### config.mk
export PLATFORM = sky130hd
export DESIGN_NAME = snitch_vfpr_wb
export DESIGN_NICKNAME = d
export VERILOG_FILES = /design/src/rtl/snitch_vfpr_wb.sv
export SDC_FILE = /design/constraint.sdc
export NUM_CORES = 1
export LEC_CHECK = 0
export BUFFER_PORTS_ARGS = -buffer_cell sky130_fd_sc_hd__buf_2
export CAP_MARGIN = 30
export CORE_MARGIN = 3
export CORE_UTILIZATION = 45
export DETAILED_ROUTE_END_ITERATION = 10
export PLACE_DENSITY_LB_ADDON = 0.15
export SLEW_MARGIN = 20
export SYNTH_ARGS = -nofsm -noshare
export SYNTH_HDL_FRONTEND = slang
export SYNTH_SLANG_ARGS = --single-unit
export TNS_END_PERCENT = 1
### constraint.sdc
create_clock -name clk_i -period 8.18 [get_ports clk_i]
set_clock_uncertainty 0.1 [all_clocks]
set_input_delay 0.409 -clock clk_i [delete_from_list [all_inputs] [get_ports clk_i]]
set_output_delay 0.409 -clock clk_i [all_outputs]
set_load 0.05 [all_outputs]
### src/rtl/snitch_vfpr_wb.sv
// snitch_vfpr_wb: in-order write-back buffer in front of the vector FP register file write port.
// Ports:
//   clk_i, rst_ni        clock, asynchronous active-low reset
//   res_valid_i/ready_o  FPU result handshake; res_addr_i/res_data_i carry the destination and data
//   wr_req_o/wr_rsp_i    TCDM-style write port towards the register file
//   chk_addr_i/chk_en_i  three operand addresses checked for read-after-write hazards -> hazard_o
//   empty_o              nothing queued or in flight
package snitch_vfpr_wb_pkg;
    typedef enum logic [3:0] {
        AMONone = 4'h0,
        AMOSwap = 4'h1,
        AMOAdd  = 4'h2
    } amo_op_e;

    typedef struct packed {
        logic [47:0] addr;
        logic        write;
        logic [63:0] data;
        logic [7:0]  strb;
        amo_op_e     amo;
        logic        user;
    } tcdm_req_chan_t;

    typedef struct packed {
        tcdm_req_chan_t q;
        logic           q_valid;
    } tcdm_req_t;

    typedef struct packed {
        logic [63:0] data;
    } tcdm_rsp_chan_t;

    typedef struct packed {
        logic           q_ready;
        logic           p_valid;
        tcdm_rsp_chan_t p;
    } tcdm_rsp_t;
endpackage

module snitch_vfpr_wb #(
    parameter int unsigned DataWidth = 64,
    parameter int unsigned AddrWidth = 48,
    parameter int unsigned Depth     = 4,
    parameter type tcdm_req_t = snitch_vfpr_wb_pkg::tcdm_req_t,
    parameter type tcdm_rsp_t = snitch_vfpr_wb_pkg::tcdm_rsp_t
) (
    input  logic                    clk_i,
    input  logic                    rst_ni,
    input  logic                    res_valid_i,
    output logic                    res_ready_o,
    input  logic [AddrWidth-1:0]    res_addr_i,
    input  logic [DataWidth-1:0]    res_data_i,
    output tcdm_req_t               wr_req_o,
    input  tcdm_rsp_t               wr_rsp_i,
    input  logic [2:0][AddrWidth-1:0] chk_addr_i,
    input  logic [2:0]              chk_en_i,
    output logic [2:0]              hazard_o,
    output logic                    empty_o
);
    localparam int PW = $clog2(Depth);
    localparam int CW = $clog2(Depth + 1);

    logic [AddrWidth-1:0] addr_q [Depth];
    logic [DataWidth-1:0] data_q [Depth];
    logic [PW-1:0] wr_ptr, iss_ptr, ret_ptr;
    logic [CW-1:0] n_total, n_queued;
    logic push, issue, retire;
    logic [Depth-1:0] live;
    logic unused_rsp;

    assign unused_rsp = ^wr_rsp_i.p.data;
    assign res_ready_o = n_total != CW'(Depth);
    assign empty_o = n_total == '0;
    assign push = res_valid_i & res_ready_o;
    assign issue = wr_req_o.q_valid & wr_rsp_i.q_ready;
    // A response with nothing in flight is ignored so state stays consistent.
    assign retire = wr_rsp_i.p_valid & (n_total != n_queued);

    always_comb begin
        wr_req_o = '0;
        wr_req_o.q_valid = n_queued != '0;
        wr_req_o.q.addr = addr_q[iss_ptr];
        wr_req_o.q.data = data_q[iss_ptr];
        wr_req_o.q.write = 1'b1;
        wr_req_o.q.strb = '1;
        wr_req_o.q.amo = snitch_vfpr_wb_pkg::AMONone;
        wr_req_o.q.user = 1'b0;
    end

    always_ff @(posedge clk_i or negedge rst_ni) begin
        if (!rst_ni) begin
            wr_ptr   <= '0;
            iss_ptr  <= '0;
            ret_ptr  <= '0;
            n_total  <= '0;
            n_queued <= '0;
        end else begin
            if (push) wr_ptr <= wr_ptr + PW'(1);
            if (issue) iss_ptr <= iss_ptr + PW'(1);
            if (retire) ret_ptr <= ret_ptr + PW'(1);
            n_total  <= n_total + CW'(push) - CW'(retire);
            n_queued <= n_queued + CW'(push) - CW'(issue);
        end
    end

    always_ff @(posedge clk_i) begin
        if (push) begin
            addr_q[wr_ptr] <= res_addr_i;
            data_q[wr_ptr] <= res_data_i;
        end
    end

    // An entry is live when its distance from ret_ptr (modulo Depth) is below n_total.
    always_comb begin
        logic [PW-1:0] off;
        off = '0;
        live = '0;
        for (int i = 0; i < Depth; i++) begin
            off = PW'(i) - ret_ptr;
            live[i] = CW'(off) < n_total;
        end
    end

    always_comb begin
        hazard_o = '0;
        for (int j = 0; j < 3; j++)
            for (int i = 0; i < Depth; i++)
                hazard_o[j] = hazard_o[j] | (chk_en_i[j] & live[i] & (addr_q[i] == chk_addr_i[j]));
    end

    assert property (@(posedge clk_i) disable iff (!rst_ni) wr_rsp_i.p_valid |-> n_total != n_queued)
        else $error("snitch_vfpr_wb: write response with no write in flight");
endmodule

==> impl_results.md <==
- Outcome: complete, no violations
- Die height: 235 um
- Synth cell types: 51
- First-pass GRT wire length: 129,000 um
- Via density per instance: 5.85
- Area leader, netlist: edfxtp_1
- Ys flop type: edfxtp_1
- Critical path class: reg -> out
- R2R depth: 4
- Maxcap violations: 0
- Power per cell area: 353 nW/um2
- Lkg Pwr: 10.2 nW
- Fmax: 0.229 GHz
- Fillers: 4,274
- CP Launch Type: flop
- Hold Crit Class: in -> reg
- Full die area: 55,400 um2
- CTS Buffer Depth: 3
- Setup slack after layout: 3820 ps
- Clock sink count: 460
- Largest net degree at the start of global routing: 90
- Setup TNS: 0 ps
- Tcrit/Tclk final: 53.3%
- Final net count: 2,375
- Iter 0 DRT Violations: 1,531
- WP data required: 7670 ps
- DRC: 0
- R2R Setup Slk: 5120 ps
- Non-filler cells, final: 2,759
- Starting density of the core: 45.8%
- Hold path startpoint: wr_rsp_i[65]
- Avg Inst Size Synth: 15.1 um2
- Dpl ws: 4550 ps
- Max Slew Vio Count: 0
- Post-cts sizing count: 0
- Port Buffers: 381
- Arrival @ worst endpoint: 3850 ps
- Post-route core utilization: 56.1%
- All-Layer GR Usage: 33.2%
- Drt pass-1 iters: 6
- Clk_lat worst skew: 620 ps
- Wire per inst: 33.8 um
- Synth Cell Area: 23,700 um2
- Layout cells sized above 1: 28.3%
- Area Growth Syn to Fin: 22.4%
- Min-Delay Path Depth: 3
- Dpl hpwl: 73,600 um
- Share of the synthesized area in the top cell type: 56.8%
- Top post-synthesis cells by area: edfxtp_1, xnor2_1, mux4_2, xor2_1, nand4_1
- Yosys warns: 0
- Via count: 16,100
- RSZ-0062 raised after global routing: no
- Hold EP: iss_ptr[0]
- Clock-pin slew on the worst setup and hold paths: 60 ps
- Post-synthesis register bit count: 460
- Final setup viols: 0
- Global route total overflow: 0
- Total Routed Length: 93,200 um
- Register area share after synthesis: 58.1%
- Initial antenna violation count: 20
- Most common cell in the netlist: edfxtp_1
- Routed Antenna Nets: 0
- Post-layout min period: 4360 ps
- Slew @ Worst Pin: 1110 ps
- Core Footprint: 51,700 um2
- Total CTS buffers: 48
- TritonCTS clock tree: yes
- Relative slew margins: 25.6%
- Die X-Extent: 235 um
- Cells after Synth: 1,567
- CTS root buffer: clkbuf_16
- Vias in the first global route: 16,800
- Peak supply drop: 344 uV
- EDFF count, synth: 448
- Commonest cells post-synth: edfxtp_1, xnor2_1, xor2_1
- # IOs: 460
- Asr flop ratio synth: 2.61%
- Fin. Hold Viols: 0
- Reg-to-reg critical path endpoint: addr_q[0][22]
- FP Rows: 83
- H-Tree Depth: 2
- Placed cell count: 2,549
- Critical Path End Type: output pin
- Crit Path Max Fanout: 4
- Total design power: 0.0102 W
- Placer Congestion: 1.03
- Worst reg2reg path startpoint: n_total[0]
==> power breakdown <==
| group | internal, W | total, W | switching, W |
|---|---|---|---|
| combinational | 0.00135 | 0.00431 | 0.00296 |
| clock | 0.00137 | 0.00231 | 0.000933 |
| sequential | 0.00313 | 0.00362 | 0.000488 |
==> layer usage <==
metal / vias up / wire length (um) / GRT usage [%]
met1: 8317 / 36900 / 43.1
met4: 24 / 4130 / 12.8
met5: - / 142 / 0
met3: 189 / 7850 / 8.59
met2: 767 / 44200 / 54.0
li1: 6839 / - / -
==> through the flow <==
stage                     hold slack (ps)  area, um2
final                                83.1      29000
after floorplan                      13.4      23700
after detailed placement              211      26100
after global routing                 93.3      29000
after CTS                            58.7      29000
after global placement                209      26100
==> worst max-delay path by stage <==
stage	startpoint	to	cells after the start
2_1_floorplan	n_total[2]	addr_q[0][0]	3
3_3_place_gp	chk_addr_i[94]	hazard_o[1]	8
3_5_place_dp	chk_addr_i[76]	hazard_o[1]	8
4_1_cts	addr_q[2][28]	hazard_o[1]	7
5_1_grt	addr_q[1][26]	hazard_o[2]	7
6_report	addr_q[1][26]	hazard_o[2]	7
==> cell usage in the layout, fill, tap and decap left out, types with 3 or more instances in the layout <==
cell type / Yosys / layout
dlygate4sd3_1: 0 / 113
o2bb2ai_1: 3 / 3
nor2b_1: 3 / 3
ha_1: 12 / 12
clkbuf_1: 64 / 9
edfxtp_1: 448 / 448
mux4_2: 112 / 112
inv_1: 55 / 55
a22oi_1: 5 / 5
o22ai_1: 12 / 12
xor2_1: 234 / 234
nor3_1: 12 / 12
o221ai_1: 4 / 4
clkinv_1: 0 / 8
o21ai_0: 4 / 4
or4_1: 7 / 7
nand2_1: 10 / 10
clkbuf_16: 0 / 48
a222oi_1: 4 / 4
a21oi_1: 10 / 10
nand3_1: 11 / 11
nor4_1: 73 / 73
bufinv_16: 0 / 9
a221oi_1: 5 / 5
buf_4: 14 / 6
and3_4: 0 / 4
nor2_1: 4 / 4
diode_2: 0 / 8
clkinv_2: 0 / 8
buf_2: 9 / 383
nand4_1: 89 / 89
dfrtp_1: 12 / 10
xnor2_1: 306 / 306
conb_1: 2 / 14
==> sequential cells by signal, summed over array words and instances (netlist names) <==
name      flops
data_q      256
addr_q      192
n_queued      3
n_total       3
iss_ptr       2
ret_ptr       2
wr_ptr        2
==> critical path, stage by stage (launching register included) <==
cell and delay, ps:
edfxtp_1 500, xnor2_1 670, nand4_1 300, nor4_1 550, nand4_1 150, or4_1 560
nand4_1 200, buf_2 320
==> timing repair <==
item,in CTS,in global routing
endpoints found under the hold margin,460,0
hold buffers,113,0
setup buffers,0,0
==> final cells by class <==
cell class | instances | area, um2 | share of cell area [%]
multi-input cells | 963 | 9320 | 32.1
flip-flops and latches | 460 | 13800 | 47.5
inverters | 55 | 206 | 0.712
repair buffers | 505 | 3160 | 10.9
well taps | 680 | 851 | 2.93
clock inverters | 31 | 445 | 1.54
diodes | 8 | 20.0 | 0.0690
clock buffers | 57 | 1230 | 4.26
==> kinds of logic after synthesis <==
logic type | count (synthesis) | synth area share, %
AOI/OAI and AO/OA | 59 | 1.86
DFF | 460 | 58.1
buffers and inverters | 156 | 2.85
xor gates and xnor gates | 540 | 20.0
muxes | 112 | 10.7
and+or+nand+nor | 224 | 5.76
adders and majority gates | 14 | 0.803
other | 2 | 0.0317
No activity file was read; power rests on OpenSTA's default activity.
